[src/rtl/ddr_cmd_pkg.sv]
// rtl/ddr_cmd_pkg.sv - command codes, bank count, FSM states and bank index helper
package ddr_cmd_pkg;

    localparam logic [3:0] CMD_NOP = 4'd0;
    localparam logic [3:0] CMD_REF = 4'd1;
    localparam logic [3:0] CMD_ACT = 4'd2;
    localparam logic [3:0] CMD_RD  = 4'd3;
    localparam logic [3:0] CMD_WR  = 4'd4;
    localparam logic [3:0] CMD_PRE = 4'd5;

    localparam int NUM_BANKS = 16;

    typedef enum logic [3:0] {
        ST_IDLE,
        ST_PRE_I,
        ST_PRE_C,
        ST_ACT_I,
        ST_ACT_C,
        ST_RW_I,
        ST_RW_C,
        ST_RSCAN,
        ST_RPRE_I,
        ST_RPRE_C,
        ST_REF_I,
        ST_REF_C
    } issuer_state_t;

    // Flat bank index: bg*4 + bank.
    function automatic logic [3:0] bank_idx(input logic [1:0] bg, input logic [1:0] bank);
        return {bg, bank};
    endfunction

endpackage

[src/rtl/ddr_open_row_table.sv]
// rtl/ddr_open_row_table.sv - per-bank open-row table with combinational lookup
module ddr_open_row_table
    import ddr_cmd_pkg::*;
#(
    parameter int ROW_W = 16
) (
    input  logic             i_clk,
    input  logic             i_rst_n,
    input  logic [3:0]       i_idx,
    input  logic [ROW_W-1:0] i_row,
    input  logic             i_set,
    input  logic             i_clr,
    output logic             o_open,
    output logic             o_hit
);

    logic [NUM_BANKS-1:0] r_valid;
    logic [ROW_W-1:0]     r_row [NUM_BANKS];

    // Valid bits: cleared together on reset, set on ACT accept, cleared on PRE accept.
    always_ff @(posedge i_clk) begin
        if (!i_rst_n) begin
            r_valid <= '0;
        end else if (i_set) begin
            r_valid[i_idx] <= 1'b1;
        end else if (i_clr) begin
            r_valid[i_idx] <= 1'b0;
        end
    end

    // Row storage needs no reset: it is only meaningful while its valid bit is set.
    always_ff @(posedge i_clk) begin
        if (i_set) begin
            r_row[i_idx] <= i_row;
        end
    end

    assign o_open = r_valid[i_idx];
    assign o_hit  = r_valid[i_idx] && (r_row[i_idx] == i_row);

endmodule

[src/rtl/ddr_cmd_issuer.sv]
// rtl/ddr_cmd_issuer.sv - PRE/ACT/RD/WR/REF issuer with retry and refresh; optional DDR_ISSUER_STATS_EN counters
module ddr_cmd_issuer
    import ddr_cmd_pkg::*;
#(
    parameter int ROW_W = 16,
    parameter int TREFI = 7800
`ifdef DDR_ISSUER_STATS_EN
    ,
    parameter int CNT_W = 16
`endif
) (
    input  logic             sys_clk,
    input  logic             sys_rst_n,
    input  logic             req_valid,
    input  logic             req_we,
    input  logic [1:0]       req_bg,
    input  logic [1:0]       req_bank,
    input  logic [ROW_W-1:0] req_row,
    output logic             req_ready,
    output logic [3:0]       tc_cmd,
    output logic [1:0]       tc_bg,
    output logic [1:0]       tc_bank,
    input  logic             tc_ready,
    output logic             ref_busy
`ifdef DDR_ISSUER_STATS_EN
    ,
    output logic [CNT_W-1:0] stat_retry_cnt,
    output logic [CNT_W-1:0] stat_cmd_cnt
`endif
);

    localparam int REF_W = (TREFI > 2) ? $clog2(TREFI) : 1;
    localparam logic [REF_W-1:0] REF_RELOAD = REF_W'(TREFI - 1);

    issuer_state_t    r_state;
    logic [3:0]       r_tc_cmd;
    logic [1:0]       r_tc_bg;
    logic [1:0]       r_tc_bank;
    logic             r_req_ready;
    logic             r_ref_busy;
    logic [3:0]       r_scan_idx;
    logic [REF_W-1:0] r_ref_cnt;
    logic             r_ref_pending;

    logic       w_in_ref;
    logic [3:0] w_req_idx;
    logic [3:0] w_tbl_idx;
    logic [3:0] w_rw_cmd;
    logic       w_set;
    logic       w_clr;
    logic       w_open;
    logic       w_hit;

    assign w_in_ref  = r_state inside {ST_RSCAN, ST_RPRE_I, ST_RPRE_C, ST_REF_I, ST_REF_C};
    assign w_req_idx = bank_idx(req_bg, req_bank);
    assign w_tbl_idx = w_in_ref ? r_scan_idx : w_req_idx;
    assign w_rw_cmd  = req_we ? CMD_WR : CMD_RD;
    assign w_set     = (r_state == ST_ACT_C) && tc_ready;
    assign w_clr     = ((r_state == ST_PRE_C) || (r_state == ST_RPRE_C)) && tc_ready;

    ddr_open_row_table #(
        .ROW_W (ROW_W)
    ) u_row_table (
        .i_clk   (sys_clk),
        .i_rst_n (sys_rst_n),
        .i_idx   (w_tbl_idx),
        .i_row   (req_row),
        .i_set   (w_set),
        .i_clr   (w_clr),
        .o_open  (w_open),
        .o_hit   (w_hit)
    );

    // Refresh interval timer; an expiry while a refresh is still owed is simply dropped.
    always_ff @(posedge sys_clk) begin
        if (!sys_rst_n) begin
            r_ref_cnt     <= REF_RELOAD;
            r_ref_pending <= 1'b0;
        end else begin
            if (r_ref_cnt == '0) begin
                r_ref_cnt <= REF_RELOAD;
            end else begin
                r_ref_cnt <= r_ref_cnt - REF_W'(1);
            end
            if (r_state == ST_REF_C) begin
                r_ref_pending <= 1'b0;
            end else if (r_ref_cnt == '0) begin
                r_ref_pending <= 1'b1;
            end
        end
    end

    // Issue/check FSM: each command is shown for one cycle, then a NOP cycle samples the verdict.
    always_ff @(posedge sys_clk) begin
        if (!sys_rst_n) begin
            r_state     <= ST_IDLE;
            r_tc_cmd    <= CMD_NOP;
            r_tc_bg     <= 2'd0;
            r_tc_bank   <= 2'd0;
            r_req_ready <= 1'b0;
            r_ref_busy  <= 1'b0;
            r_scan_idx  <= 4'd0;
        end else begin
            r_tc_cmd    <= CMD_NOP;
            r_req_ready <= 1'b0;
            case (r_state)
                ST_IDLE: begin
                    if (r_ref_pending) begin
                        r_state    <= ST_RSCAN;
                        r_scan_idx <= 4'd0;
                        r_ref_busy <= 1'b1;
                    end else if (req_valid && !r_req_ready) begin
                        // The cycle req_ready is high the requester still holds the old request.
                        r_tc_bg   <= req_bg;
                        r_tc_bank <= req_bank;
                        if (w_hit) begin
                            r_state  <= ST_RW_I;
                            r_tc_cmd <= w_rw_cmd;
                        end else if (w_open) begin
                            r_state  <= ST_PRE_I;
                            r_tc_cmd <= CMD_PRE;
                        end else begin
                            r_state  <= ST_ACT_I;
                            r_tc_cmd <= CMD_ACT;
                        end
                    end
                end
                ST_PRE_I: r_state <= ST_PRE_C;
                ST_PRE_C: begin
                    r_state  <= tc_ready ? ST_ACT_I : ST_PRE_I;
                    r_tc_cmd <= tc_ready ? CMD_ACT : CMD_PRE;
                end
                ST_ACT_I: r_state <= ST_ACT_C;
                ST_ACT_C: begin
                    r_state  <= tc_ready ? ST_RW_I : ST_ACT_I;
                    r_tc_cmd <= tc_ready ? w_rw_cmd : CMD_ACT;
                end
                ST_RW_I: r_state <= ST_RW_C;
                ST_RW_C: begin
                    if (tc_ready) begin
                        r_state     <= ST_IDLE;
                        r_req_ready <= 1'b1;
                    end else begin
                        r_state  <= ST_RW_I;
                        r_tc_cmd <= w_rw_cmd;
                    end
                end
                ST_RSCAN: begin
                    if (w_open) begin
                        r_state   <= ST_RPRE_I;
                        r_tc_cmd  <= CMD_PRE;
                        r_tc_bg   <= r_scan_idx[3:2];
                        r_tc_bank <= r_scan_idx[1:0];
                    end else if (r_scan_idx == 4'd15) begin
                        r_state   <= ST_REF_I;
                        r_tc_cmd  <= CMD_REF;
                        r_tc_bg   <= 2'd0;
                        r_tc_bank <= 2'd0;
                    end else begin
                        r_scan_idx <= r_scan_idx + 4'd1;
                    end
                end
                ST_RPRE_I: r_state <= ST_RPRE_C;
                ST_RPRE_C: begin
                    if (!tc_ready) begin
                        r_state  <= ST_RPRE_I;
                        r_tc_cmd <= CMD_PRE;
                    end else if (r_scan_idx == 4'd15) begin
                        r_state   <= ST_REF_I;
                        r_tc_cmd  <= CMD_REF;
                        r_tc_bg   <= 2'd0;
                        r_tc_bank <= 2'd0;
                    end else begin
                        r_state    <= ST_RSCAN;
                        r_scan_idx <= r_scan_idx + 4'd1;
                    end
                end
                ST_REF_I: r_state <= ST_REF_C;
                ST_REF_C: begin
                    // REF carries no verdict: the sequence ends here regardless of tc_ready.
                    r_state    <= ST_IDLE;
                    r_ref_busy <= 1'b0;
                end
                default: r_state <= ST_IDLE;
            endcase
        end
    end

    assign tc_cmd    = r_tc_cmd;
    assign tc_bg     = r_tc_bg;
    assign tc_bank   = r_tc_bank;
    assign req_ready = r_req_ready;
    assign ref_busy  = r_ref_busy;

`ifdef DDR_ISSUER_STATS_EN
    logic [CNT_W-1:0] r_retry_cnt;
    logic [CNT_W-1:0] r_cmd_cnt;
    logic             w_check;

    assign w_check = r_state inside {ST_PRE_C, ST_ACT_C, ST_RW_C, ST_RPRE_C};

    // Saturating counters of refused verdicts and of completed commands (REF counted once).
    always_ff @(posedge sys_clk) begin
        if (!sys_rst_n) begin
            r_retry_cnt <= '0;
            r_cmd_cnt   <= '0;
        end else begin
            if (w_check && !tc_ready && (r_retry_cnt != '1)) begin
                r_retry_cnt <= r_retry_cnt + CNT_W'(1);
            end
            if (((w_check && tc_ready) || (r_state == ST_REF_C)) && (r_cmd_cnt != '1)) begin
                r_cmd_cnt <= r_cmd_cnt + CNT_W'(1);
            end
        end
    end

    assign stat_retry_cnt = r_retry_cnt;
    assign stat_cmd_cnt   = r_cmd_cnt;
`endif

endmodule

[config.mk]
export PLATFORM = sky130hd
export DESIGN_NAME = ddr_cmd_issuer
export DESIGN_NICKNAME = d
export VERILOG_FILES = /design/src/rtl/ddr_cmd_pkg.sv /design/src/rtl/ddr_open_row_table.sv /design/src/rtl/ddr_cmd_issuer.sv
export SDC_FILE = /design/constraint.sdc
export NUM_CORES = 1
export LEC_CHECK = 0
export BUFFER_PORTS_ARGS = -buffer_cell sky130_fd_sc_hd__buf_2
export CORE_MARGIN = 2
export CORE_UTILIZATION = 30
export DETAILED_ROUTE_END_ITERATION = 16
export GPL_TIMING_DRIVEN = 0
export SETUP_SLACK_MARGIN = 0.1
export SLEW_MARGIN = 20
export SYNTH_ARGS = -nofsm -noshare
export SYNTH_HDL_FRONTEND = slang
export SYNTH_SLANG_ARGS = --single-unit
[constraint.sdc]
create_clock -name sys_clk -period 6.4 [get_ports sys_clk]
set_input_delay 0 -clock sys_clk [delete_from_list [all_inputs] [get_ports sys_clk]]
set_output_delay 0 -clock sys_clk [all_outputs]
set_load 0.02 [all_outputs]
Word-level counts from Yosys, hierarchy flattened. Memories as Yosys holds them, arrays and structs flattened. Index checks and enable logic that the tools add are counted.

Memories: 1. ROM bits: 0. Input port bits: 25. Bits in registers: 48. RAM bits: 256. Latch bits: 0. Output and inout bits: 10.

Memory list: u_row_table.r_row (words 16, bits a word 16, rd ports 1, clocked after memory_dff 0, wr ports 1, line ddr_open_row_table.sv:18) `logic [ROW_W-1:0] r_row [NUM_BANKS];`.

Magnitude comparators: 2. Divide/modulo/power cells: 0. Multipliers: 0. $add $sub $neg: 2. Eq/ne operators: 20. Reduce and logical (&&, ||, !) cells: 20. Muxes and demuxes: 53. Bitwise logic cells: 4. Shift operators: 0.

Operators by type and width (number): $mux W4 (12); $pmux W4 S11 (1); $mux W3 (12); $mux W16 (2); $mux W2 (12); $pmux W4 S6 (1); $eq A4 B4 Y1 const B (5); $and A16 B16 Y16 (1); $eq A16 B16 Y1 (1); $eq A4 B3 Y1 const B (4); $not A16 Y16 (1); $or A16 B16 Y16 (1); $logic_not A13 Y1 (1); $sub A13 B1 Y13 const B (1); $pmux W2 S3 (2); $pmux W4 S3 (1); $ne A2 B2 Y1 const B (5); $eq A4 B2 Y1 const B (2); $reduce_and A4 Y1 (2); $mux W1 (7); $reduce_and A2 Y1 (3); $logic_and A1 B1 Y1 (5); $lt A4 B5 Y1 const B (1); $reduce_bool A5 Y1 (1); other kinds (15) (17).

Logic depth before layout (Yosys ltp). Gate-level depths: netlist (run 1).

Word-level depth: 11. Gate-level depth with buffers: 14.

Modules after synthesis. Synthesis (run 1) repeated with hierarchy kept, for this count alone.

Cell total of the unflattened synthesis: 775. Area, all modules: 12927.4 µm².

Modules (own cells, without submodules): ddr_open_row_table (seq. area each 8007.7 µm², times used 1, area each 11049.3 µm², cells an instance 553); ddr_cmd_issuer (seq. area each 620.6 µm², times used 1, area each 1878.1 µm², cells an instance 222).

Worst setup path before layout (run 1). Ideal clock, no wire load.

Kind: register to register. Start: register r_state[3]. End: memory u_row_table.r_row[12][0] (enable). Path slack: 3.241 ns. Stages on the path, launching flop included: 11. Path buffers: 5. Period minus slack after synthesis: 3.159 ns. Data required time: 6.010 ns. Arrival time: 2.769 ns. Path through: dfxtp_1 > buf_4 > clkbuf_1 > buf_2 > buf_1 > buf_1 > nor2_1 > nand3_1 > nor2_1 > nand3_1 > nor2_1.

Cells in the longest elaborated chain, start to end: 4. Elaborated cells between the ends (all ways): 11. Those cells by class: eq/ne: 6; mux: 3; reduce/logical: 2.

Ends and longest elaborated chain: start: declaration (line ddr_cmd_issuer.sv:35) `issuer_state_t r_state;`; start signal: assignment (line ddr_cmd_issuer.sv:130) `r_state <= tc_ready ? ST_ACT_I : ST_PRE_I;`; start signal: assignment (line ddr_cmd_issuer.sv:135) `r_state <= tc_ready ? ST_RW_I : ST_ACT_I;`; $eq A4 B3 Y1 (line ddr_cmd_issuer.sv:58) `assign w_set = (r_state == ST_ACT_C) && tc_ready;`; $logic_and A1 B1 Y1 (line ddr_cmd_issuer.sv:58); $mux W1 (line ddr_open_row_table.sv:33) `if (i_set) begin`; $mux W1 (not written as such) (line ddr_open_row_table.sv:34) `r_row[i_idx] <= i_row;`; end: declaration (line ddr_open_row_table.sv:18).

Several ways; a longest one is shown, not always the timed one.

Final worst setup path (run 1).
Start: register r_state[3]. End: register r_tc_cmd[0] (netlist: tc_cmd[0]).

Cells in the longest elaborated chain, start to end: 10. Elaborated cells between the ends (all ways): 22. Those cells by class: eq/ne: 9; mux: 9; reduce/logical: 3; memory: 1.

Ends and longest elaborated chain: $eq A4 B3 Y1, or another cell as far along (line ddr_cmd_issuer.sv:54, ddr_cmd_issuer.sv:106); $reduce_bool A5 Y1 (line ddr_cmd_issuer.sv:54) `assign w_in_ref = r_state inside {ST_RSCAN, ST_RPRE_I, ST_RPRE_C, ST_REF_I, ST_REF_C};`; $mux W4 (line ddr_cmd_issuer.sv:56) `assign w_tbl_idx = w_in_ref ? r_scan_idx : w_req_idx;`; $mem_v2 Z16 W16 / $bmux W1 S4 (equally long branches); $eq A16 B16 Y1 / $mux W1 (equally long branches) (line ddr_open_row_table.sv:39, ddr_open_row_table.sv:38); $logic_and A1 B1 Y1 / $mux W3 (equally long branches) (line ddr_open_row_table.sv:39, ddr_cmd_issuer.sv:119); $mux W3 (line ddr_cmd_issuer.sv:116) `if (w_hit) begin`; $mux W3 (line ddr_cmd_issuer.sv:112) `end else if (req_valid && !r_req_ready) begin`; $mux W3 (line ddr_cmd_issuer.sv:108) `if (r_ref_pending) begin`; $pmux W4 S6 * (line ddr_cmd_issuer.sv:106) `case (r_state)`; end signal: assignment (line ddr_cmd_issuer.sv:118) `r_tc_cmd <= w_rw_cmd;`; end signal: assignment (line ddr_cmd_issuer.sv:131) `r_tc_cmd <= tc_ready ? CMD_ACT : CMD_PRE;`; end signal: assignment (line ddr_cmd_issuer.sv:136) `r_tc_cmd <= tc_ready ? w_rw_cmd : CMD_ACT;`; end: declaration (line ddr_cmd_issuer.sv:36) `logic [3:0] r_tc_cmd;`.

Every way passes the cells marked *; elsewhere a longest branch is shown, timed or not. The select of a mux whose other input is x is not followed. A chain may end at the register's enable or synchronous reset.

==> results.ini, run 1 <==
[cts]
clkTransAtPathRegs_ns=0.06
cts_root_buffer=clkbuf_16
htree_num_levels=2
cts_tree=yes
postCtsSetupBuffers=0
clock_latency_ns=0.54
numCtsBuffers=34
ctsResizeCount=0
cts.sinks=303
cts_buffer_depth=3

[sta]
drv_slew=0
skew_ns=0.0220
worst_pin_slew_ns=1.04
fmax_ghz=0.220
tns_ns=0
setup_violations=0
finalCritPeriodShare_pct=71.0
rsz0062_at_grt=false
hold_viol_final=0
period_minus_slack_ns=4.55
slew_headroom_pct=31.0

[drt]
vias=11000
first_pass_iters=7
wire_per_inst_microns=25.0
postRouteAntennaNets=0
wirelength_mm=47.1
drtIter0Drc=1731
drc=0
via_per_inst=5.84

[layout]
final_nets=1281
drive_above_1_share_pct=15.7
fillerInstances=4488
area_growth_pct=19.8
mostFrequentLayoutCells=edfxtp_1, nand2_1, nand3_1, buf_2, o21ai_0
final_common_cell=edfxtp_1

[global_routing]
grt_pass1_vias=10400
grt-ovfl-total=0
grtUsageTotal_pct=19.2
grt_first_pass_wirelength_mm=68.4
antenna_found_initial=0
grt_max_degree=19

[critical_path]
rr_startpoint=r_state[3]$_SDFFE_PN0P_
crit_family=simple AND/OR/NAND/NOR gates
reg2regPathDepth=12
critPathBufInv=3
critPathRequiredTime_ns=6.82
cp_data_arrival_time_ns=4.97
start_kind=flop
critPathKind=reg2reg
cp_max_fo=10
r2r_slack_ns=1.85
r2r-end=tc_cmd[0]$_SDFF_PN0_
critPathCaptureType=flop
crit_slowest_cell=clkbuf_1
crit_path_cell_trace=buf_4 -> clkbuf_1 -> nand2_1 -> nand2_1 -> clkbuf_1 -> nor2_1 -> a32oi_1 -> a21o_1 -> nand4_1 -> nor4_4 -> nand4_1 -> a21bo_1
max_stage_delay_ns=0.67

[hold_path]
hold_start=req_bank[0]
min_path_type=in2reg
hold_depth=5
min_to=tc_bank[0]$_SDFFE_PN0P_

[die]
core_region_area_sq_um=46500
rows=79
dieArea_sq_um=48700
start_util_pct=30.3
die_x_microns=221
die_y_microns=221
ioPinCount=35

[placed_design]
gp_congestion=0.879
portBuffers=31
post-dp-hpwl_mm=30.8

[synth]
seq_area_frac_synth_pct=61.3
syn_area_sq_um=14100
avgSynthCellArea_sq_um=12.3
synth-main-ff-cell=edfxtp_1
ys_ff_latch=303
synthesis.nets=1175
netlist_instances=1148
synth_edf_count=256
synthDistinctLibCells=79
async_flop_share_pct=0
ys.warnings.count=0

[outcome]
status=completed

[pwr]
powerDensity_nw_per_um2=264
leakage_nw=5.54
vdd.ir_drop.worst_mv=0.148
finalPower_mw=4.45

[flow_run]
max_cap_violations=0

[worst max path at each step]
stage	from	to	slack (ns)	cells past startpoint
after global routing	r_state[3]$_SDFFE_PN0P_	tc_cmd[0]$_SDFF_PN0_	1.84	12
final	r_state[3]$_SDFFE_PN0P_	tc_cmd[0]$_SDFF_PN0_	1.85	12
after detailed placement	r_state[2]$_SDFFE_PN0P_	tc_cmd[0]$_SDFF_PN0_	2.06	13
after floorplan	r_state[3]$_SDFFE_PN0P_	u_row_table.r_row[12][0]$_DFFE_PP_	3.24	10
after global placement	r_state[3]$_SDFFE_PN0P_	u_row_table.r_row[9][13]$_DFFE_PP_	1.10	10
after CTS	r_state[3]$_SDFFE_PN0P_	tc_cmd[0]$_SDFF_PN0_	2.01	12
[report_power, final]
group	switching, mW	internal (mW)	total [mW]	leakage [nW]
logic	0.254	0.116	0.370	2.32
registers	0.00741	2.15	2.15	2.68
clock network	0.823	1.11	1.93	0.538
[metal layers]
layer  global-route usage [%]  wire length [microns]
met1                     26.2                  19700
met2                     29.8                  21200
met3                     4.10                   4460
met4                     7.47                   1720
met5                        0                      0
[cells in the mapped netlist, types with 12 or more instances]
cell type	instances	area [sq um]
o2bb2ai_1	14	123
a22oi_1	15	113
nand3_1	66	330
nor2_1	53	199
o21ai_0	57	285
edfxtp_1	256	7690
dfxtp_1	47	941
clkbuf_1	42	158
nand2_1	113	424
and3_1	31	194
o21a_1	36	270
a31oi_1	18	113
buf_2	26	130
mux2_2	27	304
nor3_1	13	65.1
nand4_1	20	125
a211oi_1	34	255
a222oi_1	12	120
mux2i_1	29	290
a21oi_1	28	140
inv_1	15	56.3
a221oi_1	17	149
xnor2_1	15	131
[repair_timing]
item / in CTS / in global routing
endpoints found under the setup margin: 0 / 0
hold endpoints to repair: 271 / 0
hold buffers: 22 / 0
[kinds of logic after synthesis]
group,share of synthesized area [%]
AND/OR/NAND/NOR,12.0
AO/OA/AOI/OAI,16.8
flip-flops,61.3
buffers and inverters,3.24
multiplexers,5.18
XOR/XNOR,1.18
adder cells (fa/ha/maj),0.249
other,0.0266
[registers in the layout (all words and copies together), names as in the netlist, named ones only]
| register | count |
|---|---|
| r_ref_cnt | 13 |
| ref_busy | 1 |
| req_ready | 1 |
| u_row_table.r_row | 256 |
| r_state | 4 |
| tc_cmd | 3 |
| tc_bank | 2 |
| r_ref_pending | 1 |
| tc_bg | 2 |
| r_scan_idx | 4 |
[per-stage QoR]
step / hold slack, ns / setup slack (ns) / utilization, % / cells / area, sq um
after floorplan: 0.0989 / 3.24 / - / 1148 / 14100
after global placement: 0.380 / 1.10 / 32.3 / 1786 / 15000
after detailed placement: 0.389 / 2.06 / 33.5 / 1803 / 15500
after CTS: 0.0438 / 2.01 / 36.3 / 1886 / 16900
after global routing: 0.100 / 1.84 / 36.3 / 1886 / 16900
final: 0.0731 / 1.85 / 36.3 / 1887 / 16900
[worst min-delay path, cell delays in order]
cell	delay, ns
buf_2	0.16
inv_1	0.15
a21oi_1	0.08
o21ai_0	0.08
a21boi_0	0.08
[area by class of cell]
cell class	count	area [sq um]	area share [%]
Antenna cell	1	2.50	0.0148
Buffer	83	397	2.35
Clock buffer	37	862	5.11
Clock inverter	24	225	1.34
Inverter	16	60.1	0.356
Multi-Input combinational cell	746	5120	30.4
Sequential cell	303	8630	51.2
Tap cell	607	759	4.51
Timing Repair Buffer	70	801	4.75
(Power assumes the default switching activity.)
==> run 2, diff against run 1 <==
==> constraint.sdc (replaced) <==
create_clock -name sys_clk -period 4.4 [get_ports sys_clk]
set_input_delay 0 -clock sys_clk [delete_from_list [all_inputs] [get_ports sys_clk]]
set_output_delay 0 -clock sys_clk [all_outputs]
set_load 0.02 [all_outputs]
==> results.ini, run 2 (synthesis gave the netlist of run 1 again) <==
[pwr]
vdd.ir_drop.worst_mv=0.219  ; +47%
leakage_nw=5.63  ; +1.6%
powerDensity_nw_per_um2=381  ; +44%

[global_routing]
grt-ovfl-total=0  ; unchanged
grt_pass1_vias=10400  ; +0.37%
grtUsageTotal_pct=19.2  ; about the same
antenna_found_initial=0  ; unchanged
grt_first_pass_wirelength_mm=68.4  ; about the same
grt_max_degree=19  ; unchanged

[die]
core_region_area_sq_um=46500  ; unchanged
rows=79  ; unchanged
ioPinCount=35  ; unchanged
dieArea_sq_um=48700  ; unchanged
die_y_microns=221  ; unchanged
start_util_pct=30.3  ; unchanged
die_x_microns=221  ; unchanged

[layout]
final_util_pct=36.6  ; +0.32 points
final_nets=1291  ; +0.78%
regMostFlops=u_row_table.r_row
mostFrequentLayoutCells=edfxtp_1, nand2_1, nand3_1, o21ai_0, buf_2
final_common_cell=edfxtp_1
area_growth_pct=20.8
reg_top3=u_row_table.r_row x256, r_ref_cnt x13
largest_reg_flops=256  ; unchanged
drive_above_1_share_pct=17.0  ; +1.3 points

[hold_path]
hold_start=req_valid
min_path_type=in2reg

[critical_path]
critPathKind=reg2reg
cp_max_fo=12  ; +2
start_kind=flop
cp_data_arrival_time_ns=4.48  ; -0.49 ns
rr_startpoint=r_state[3]$_SDFFE_PN0P_
startpoint=r_state[3]$_SDFFE_PN0P_
critPathCaptureType=flop
critPathRequiredTime_ns=4.62  ; -2.20 ns

[drt]
wire_per_inst_microns=24.9  ; -0.44%
via_per_inst=5.84  ; about the same
vias=11100  ; +0.50%
wirelength_mm=47.2  ; about the same
first_pass_iters=6  ; -1
postRouteAntennaNets=0  ; unchanged
drc=0  ; unchanged
drtIter0Drc=1670  ; -3.5%

[cts]
clkTransAtPathRegs_ns=0.06  ; about the same
cts_buffer_depth=3  ; unchanged
cts_root_buffer=clkbuf_16
htree_num_levels=2  ; unchanged
numCtsBuffers=34  ; unchanged
cts.sinks=303  ; unchanged
clock_latency_ns=0.55  ; about the same
cts_tree=yes

[placed_design]
gp_congestion=0.879  ; unchanged
post-dp-hpwl_mm=30.8  ; unchanged
portBuffers=31  ; unchanged
place_ws_ns=0.0555  ; -2.00 ns

[sta]
setup_violations=0  ; unchanged
hold_viol_final=0  ; unchanged
skew_ns=0.0277  ; +0.00571 ns
finalCritPeriodShare_pct=96.7  ; +26 points
rsz0062_at_grt=true
drv_slew=0  ; unchanged
finalHoldWorstSlack_ns=0.0691  ; -0.00396 ns
worst_pin_slew_ns=0.986  ; -0.0497 ns
setup_slack_ns=0.145  ; -1.71 ns
fmax_ghz=0.235  ; +6.9%
period_minus_slack_ns=4.25  ; -0.293 ns
slew_headroom_pct=34.3  ; +3.3 points

[flow_run]
max_cap_violations=0  ; unchanged

[outcome]
status=completed

-- run 2: path summary, 6_finish.rpt --
| path | end | slack (ns) | cells after the start |
|---|---|---|---|
| setup / recovery | u_row_table.r_row[5][5]$_DFFE_PP_ | 0.15 | 11 |
| hold / removal | r_state[2]$_SDFFE_PN0P_ | 0.07 | 5 |
| setup reg to reg | u_row_table.r_row[5][5]$_DFFE_PP_ | 0.15 | 11 |
| hold reg to reg | r_ref_cnt[0]$_SDFF_PP1_ | 0.40 | 1 |
-- run 2: layout make-up --
cell class	count	area, sq um
antenna	1	2.50
buffer	83	408
clock buffer	37	862
clock inverter	24	225
fill	4472	29500
inverter	16	60.1
multi-input combinational	746	5150
sequential	303	8630
tap	607	759
timing repair buffer	80	913
-- run 2: worst max-delay path, stage by stage (launching register included) --
cell,delay (ns)
dfxtp_1,0.34
buf_4,0.19
clkbuf_2,0.25
buf_2,0.27
buf_1,0.42
buf_1,0.34
nor2_1,0.44
nand3_1,0.19
nor2_1,0.38
nand3_1,0.42
nor2_4,0.45
buf_16,0.23
-- run 2: stage by stage --
| stage | instances | power, mW | setup TNS, ns | cell area [sq um] |
|---|---|---|---|---|
| CTS | 1887 | 6.50 | 0 | 16900 |
| global placement | 1786 | 3.68 | -225.34 | 15000 |
| floorplan | 1148 | 3.49 | 0 | 14100 |
| global route | 1896 | 6.66 | 0 | 17000 |
| finish | 1897 | 6.48 | 0 | 17000 |
| detailed placement | 1803 | 3.70 | 0 | 15500 |
-- run 2: where the power goes --
part | switching [mW] | internal (mW) | leakage, nW | total, mW
combinational | 0.370 | 0.170 | 2.41 | 0.541
sequential | 0.0107 | 3.12 | 2.68 | 3.13
clock | 1.20 | 1.61 | 0.538 | 2.81
-- run 2: per-layer routing --
layer / vias to the layer above / track usage (%) / wire length [microns]
li1: 4763 / - / -
met1: 5528 / 26.1 / 19400
met2: 659 / 29.8 / 21200
met3: 127 / 4.22 / 4700
met4: 0 / 7.51 / 1820
met5: - / 0 / 0
-- run 2: timing repair --
item | CTS | global route
buffers inserted | 1 | 9
cloned | 0 | 0
endpoints found under the hold margin | 271 | 0
pin swaps | 1 | 8
setup endpoints to repair | 7 | 126
resized for setup | 2 | 18
hold buffers | 22 | 0
